<file path="src/rtl/alu_arb_pkg.sv">
// Shared types and constants for the shared-ALU arbiter.
// State encoding, ALU opcodes and default widths.
package alu_arb_pkg;

    localparam int DEF_DATA_W = 32;
    localparam int DEF_CTRL_W = 4;

    typedef enum logic [1:0] {
        IDLE = 2'd0,
        EXEC = 2'd1,
        RESP = 2'd2
    } arb_state_e;

    localparam logic [3:0] ALU_AND = 4'b0000;
    localparam logic [3:0] ALU_OR  = 4'b0001;
    localparam logic [3:0] ALU_ADD = 4'b0010;
    localparam logic [3:0] ALU_SUB = 4'b0110;
    localparam logic [3:0] ALU_SLT = 4'b0111;

endpackage

</file>
<file path="src/rtl/alu.sv">
// Combinational ALU: and/or/add/sub/signed set-less-than.
// Ports: a, b, alu_control in; result, zero (result == 0) out.
module alu
    import alu_arb_pkg::*;
#(
    parameter int DATA_W = DEF_DATA_W,
    parameter int CTRL_W = DEF_CTRL_W
) (
    input  logic [DATA_W-1:0] a,
    input  logic [DATA_W-1:0] b,
    input  logic [CTRL_W-1:0] alu_control,
    output logic [DATA_W-1:0] result,
    output logic              zero
);

    always_comb begin
        result = '0;
        case (alu_control)
            CTRL_W'(ALU_AND): result = a & b;
            CTRL_W'(ALU_OR):  result = a | b;
            CTRL_W'(ALU_ADD): result = a + b;
            CTRL_W'(ALU_SUB): result = a - b;
            CTRL_W'(ALU_SLT): result = DATA_W'($signed(a) < $signed(b));
            default:          result = '0;
        endcase
    end

    assign zero = (result == '0);

endmodule

</file>
<file path="src/rtl/alu_share_arbiter.sv">
// Round-robin sharing of one ALU between two requesters.
// Ports: clk, rst_n; req/rsp valid-ready pairs x2; rsp_result, rsp_zero, busy.
module alu_share_arbiter
    import alu_arb_pkg::*;
#(
    parameter int DATA_W = DEF_DATA_W,
    parameter int CTRL_W = DEF_CTRL_W
) (
    input  logic              clk,
    input  logic              rst_n,
    input  logic              req0_valid,
    output logic              req0_ready,
    input  logic [CTRL_W-1:0] req0_ctrl,
    input  logic [DATA_W-1:0] req0_a,
    input  logic [DATA_W-1:0] req0_b,
    output logic              rsp0_valid,
    input  logic              rsp0_ready,
    input  logic              req1_valid,
    output logic              req1_ready,
    input  logic [CTRL_W-1:0] req1_ctrl,
    input  logic [DATA_W-1:0] req1_a,
    input  logic [DATA_W-1:0] req1_b,
    output logic              rsp1_valid,
    input  logic              rsp1_ready,
    output logic [DATA_W-1:0] rsp_result,
    output logic              rsp_zero,
    output logic              busy
);

    arb_state_e        state_q, state_d;
    logic              rr_q, rr_d;
    logic              owner_q, owner_d;
    logic [CTRL_W-1:0] ctrl_q, ctrl_d;
    logic [DATA_W-1:0] a_q, a_d;
    logic [DATA_W-1:0] b_q, b_d;
    logic [DATA_W-1:0] res_q, res_d;
    logic              zero_q, zero_d;

    logic              idle;
    logic              grant0, grant1;
    logic [DATA_W-1:0] alu_result;
    logic              alu_zero;

    // Readies are gated by rst_n so nothing handshakes while reset is held.
    assign idle   = rst_n && (state_q == IDLE);
    assign grant0 = idle && req0_valid && (!req1_valid || !rr_q);
    assign grant1 = idle && req1_valid && (!req0_valid || rr_q);

    alu #(
        .DATA_W(DATA_W),
        .CTRL_W(CTRL_W)
    ) u_alu (
        .a          (a_q),
        .b          (b_q),
        .alu_control(ctrl_q),
        .result     (alu_result),
        .zero       (alu_zero)
    );

    always_comb begin
        state_d = state_q;
        rr_d    = rr_q;
        owner_d = owner_q;
        ctrl_d  = ctrl_q;
        a_d     = a_q;
        b_d     = b_q;
        res_d   = res_q;
        zero_d  = zero_q;
        case (state_q)
            IDLE: begin
                if (grant0) begin
                    ctrl_d  = req0_ctrl;
                    a_d     = req0_a;
                    b_d     = req0_b;
                    owner_d = 1'b0;
                    state_d = EXEC;
                end else if (grant1) begin
                    ctrl_d  = req1_ctrl;
                    a_d     = req1_a;
                    b_d     = req1_b;
                    owner_d = 1'b1;
                    state_d = EXEC;
                end
            end
            EXEC: begin
                res_d   = alu_result;
                zero_d  = alu_zero;
                state_d = RESP;
            end
            RESP: begin
                if (owner_q ? rsp1_ready : rsp0_ready) begin
                    state_d = IDLE;
                    rr_d    = ~owner_q;
                end
            end
            default: state_d = IDLE;
        endcase
    end

    always_ff @(posedge clk or negedge rst_n) begin
        if (!rst_n) begin
            state_q <= IDLE;
            rr_q    <= 1'b0;
            owner_q <= 1'b0;
            ctrl_q  <= '0;
            a_q     <= '0;
            b_q     <= '0;
            res_q   <= '0;
            zero_q  <= 1'b0;
        end else begin
            state_q <= state_d;
            rr_q    <= rr_d;
            owner_q <= owner_d;
            ctrl_q  <= ctrl_d;
            a_q     <= a_d;
            b_q     <= b_d;
            res_q   <= res_d;
            zero_q  <= zero_d;
        end
    end

    assign req0_ready = grant0;
    assign req1_ready = grant1;
    assign rsp0_valid = (state_q == RESP) && !owner_q;
    assign rsp1_valid = (state_q == RESP) && owner_q;
    assign rsp_result = res_q;
    assign rsp_zero   = zero_q;
    assign busy       = (state_q != IDLE);

endmodule

</file>
<file path="config.mk">
export PLATFORM = sky130hd
export DESIGN_NAME = alu_share_arbiter
export DESIGN_NICKNAME = d
export VERILOG_FILES = /design/src/rtl/alu_arb_pkg.sv /design/src/rtl/alu.sv /design/src/rtl/alu_share_arbiter.sv
export SDC_FILE = /design/constraint.sdc
export NUM_CORES = 1
export LEC_CHECK = 0
export BUFFER_PORTS_ARGS = -buffer_cell sky130_fd_sc_hd__buf_4
export CORE_MARGIN = 2
export CORE_UTILIZATION = 58
export CTS_BUF_LIST = sky130_fd_sc_hd__clkbuf_16
export DETAILED_ROUTE_END_ITERATION = 8
export GPL_TIMING_DRIVEN = 1
export PLACE_DENSITY = 0.83
export SLEW_MARGIN = 0
export SYNTH_ARGS = -nofsm -noshare
export SYNTH_HDL_FRONTEND = slang
export SYNTH_SLANG_ARGS = --single-unit
</file>
<file path="constraint.sdc">
create_clock -name clk -period 4.1 [get_ports clk]
set_input_delay 0.615 -clock clk [delete_from_list [all_inputs] [get_ports clk]]
set_output_delay 0.615 -clock clk [all_outputs]
set_load 0.01 [all_outputs]
</file>
==> metrics.txt <==
post-synth top area share between 20% and 30%; CTS Buffer Depth 2; Synth Flop Type dfrtp_1; cts hold-fix bufs 0; DR DRC count 0; DIE AREA 18100 µm²; ant diodes 0; worst reg2reg path startpoint a_q[7]; crit path capture type flip-flop; Synth cell types 93; asr flop ratio synth 100%; io pins 180; Yosys warning total 0; Final Net Count 1709; Max-Cap Viols 0; Commonest cells post-synth nand2_1 (223), nor2_1 (141), inv_1 (110), dfrtp_1 (105), ha_1 (100); Critical Path Sink rsp_zero; Period minus WS final 3.95 ns; H-tree level count 3; syn avg cell area 7.54 µm²; initial antenna violation count 0; Port Buffers 179; Reg2Reg Depth 15; die height between 100 and 150 µm; setup total negative slack 0 ns; endpoints failing setup 0; area leader, netlist dfrtp_1; EDFF count, synth 0; FMAX 253 MHz; P&R area growth vs syn 20.1%; Chip Width 134 µm; RePlAce Congestion 1.04; Final ANT Viol Nets 0; Worst EP required ~4.4 ns; reg-to-reg slack, setup 0.15 ns; share of cells above drive strength 1 19.5%; crit path DAT 4.25 ns; crit path from a_q[7]; CTS tree done; Slew headroom 45.0%; Crit Path Max Fanout 11; Worst-Skew Late Latency roughly 0.37 ns; synthesized cell area 9880 µm²; Remaining Overflow, GRT 0; drt wl/cell 20.4 µm; core area 16600 µm²; Mapped Cells 1309; FP Rows 47; CTS Buf Count 9; register bit count reported by yosys about 110; CP startpoint kind flip-flop; Worst R2R End rsp_zero; hpwl dp 26900 µm; vias per inst 6.31; Min-Delay Path Class in -> async; fill count 1335; final cycle utilization of the critical path 96.3%; outcome finished clean; largest net degree at the start of global routing 85; sequential area share after synthesis 26.6%; Worst-Margin Slew 0.816 ns; synth top area cells dfrtp_1 (27%), ha_1 (13%), nand2_1 (8.5%), nor2_1 (5.4%), a31oi_1 (5.1%); Crit Path Class reg -> reg; CTS root buf clkbuf_16; Initial Utilization 59.3%; clock sinks 105; most frequent cell after synthesis nand2_1; Total Routing Usage GR 38.4%; Fin Clk Skew ~0.011 ns; CTS clk-pin slew, worst paths approximately 0.08 ns; initial DRC count 1092; detailed-route wire length 34500 µm; first-pass GRT wire length 54600 µm; DR vias roughly 11k; vias in the first global route 10.2k; Fin. Hold Viols 0; syn_nets 1553; unrepaired setup endpoints after global routing no; Max Slew Vio Count 0; DRT Pass-1 Iters 6
==> what timing repair did <==
action | 4_1_cts | 5_1_grt
buffers inserted | 0 | 0
endpoints found under the setup margin | 0 | 1
resized for setup | 0 | 4
==> per-layer routing <==
metal	part of all wire, %	GRT usage (%)	up-vias
met3	9.7	7.58	91
met4	2.8	13.3	0
met5	0	0	-
met2	45	59.9	629
met1	42	53.4	5012
li1	-	-	4927
==> cell type report <==
class,count,area (µm²),share of cell area [%]
Clock buffer,9,225,1.90
Inverter,115,434,3.66
Multi-Input combinational cell,1012,6530,55.1
Tap cell,220,275,2.32
Timing Repair Buffer,222,1670,14.1
Sequential cell,105,2630,22.2
Clock inverter,7,98.8,0.833
==> logic make-up after synthesis <==
logic type | share of synthesized area, %
and+or+nand+nor | 21.0
AOI/OAI and AO/OA | 27.0
buffers and inverters | 7.73
DFF | 26.6
adders and majority gates | 13.1
muxes | 3.36
xor gates and xnor gates | 1.24
==> sequential cells by signal, indices dropped and copies added (netlist names) <==
signal	flops
a_q	32
b_q	32
rsp_result	32
ctrl_q	4
state_q	2
owner_q	1
rr_q	1
rsp_zero	1
==> worst min path at each step <==
| stage | from | to | slack (ns) | depth (start not counted) |
|---|---|---|---|---|
| after floorplan | rst_n | a_q[0] | 0.32 | 0 |
| after global placement | rsp_result[20] | rsp_result[20] | 0.46 | 2 |
| after detailed placement | rsp_result[29] | rsp_result[29] | 0.47 | 2 |
| after CTS | rst_n | a_q[9] | 0.44 | 2 |
| after global routing | rst_n | ctrl_q[3] | 0.46 | 2 |
| final | rst_n | a_q[9] | 0.41 | 2 |
==> metrics by stage <==
stage	cells	worst slack (ns)	util [%]	instance area (µm²)	hold WS [ns]
floorplan	1309	0.964	-	9880	0.319
global placement	1674	0.245	69.2	11500	0.455
detailed placement	1674	0.259	69.2	11500	0.468
CTS	1690	0.225	71.2	11800	0.444
global route	1690	0.0231	71.3	11900	0.463
finish	1690	0.153	71.3	11900	0.408
==> cell usage in the layout (no fill, tap or decap), types with 8 or more instances in the layout <==
| cell type | Yosys | routed |
|---|---|---|
| nand2_1 | 223 | 223 |
| inv_1 | 110 | 110 |
| clkbuf_16 | 0 | 9 |
| nand3_1 | 15 | 15 |
| a31oi_1 | 81 | 81 |
| o21a_1 | 9 | 9 |
| and2_1 | 8 | 8 |
| nor3_1 | 21 | 20 |
| ha_1 | 100 | 99 |
| o21ai_0 | 54 | 54 |
| o31ai_1 | 15 | 15 |
| mux2i_1 | 23 | 23 |
| buf_4 | 1 | 222 |
| nor4_1 | 9 | 8 |
| a221o_1 | 10 | 10 |
| xnor2_1 | 11 | 11 |
| a211o_1 | 8 | 8 |
| o211ai_1 | 16 | 16 |
| nor2_1 | 141 | 139 |
| a211oi_1 | 10 | 10 |
| o22ai_1 | 8 | 8 |
| mux2_2 | 9 | 9 |
| a21o_1 | 11 | 11 |
| o21bai_1 | 11 | 11 |
| a21oi_1 | 85 | 84 |
| dfrtp_1 | 105 | 105 |
==> critical path, stage by stage (launching register included) <==
cell,delay [ns]
dfrtp_1,0.40
inv_1,0.06
ha_1,0.54
and4_1,0.37
nand3_1,0.11
nor3_1,0.25
a211oi_1,0.09
buf_4,0.18
or4_1,0.55
a31oi_2,0.32
o221ai_1,0.18
o21ai_0,0.15
buf_4,0.18
nand4_1,0.10
nor4_1,0.22
a22o_1,0.17
Power is left out: the tool's default activity adds up to more than one toggle a clock period on the data nets, which glitch-free logic cannot reach.
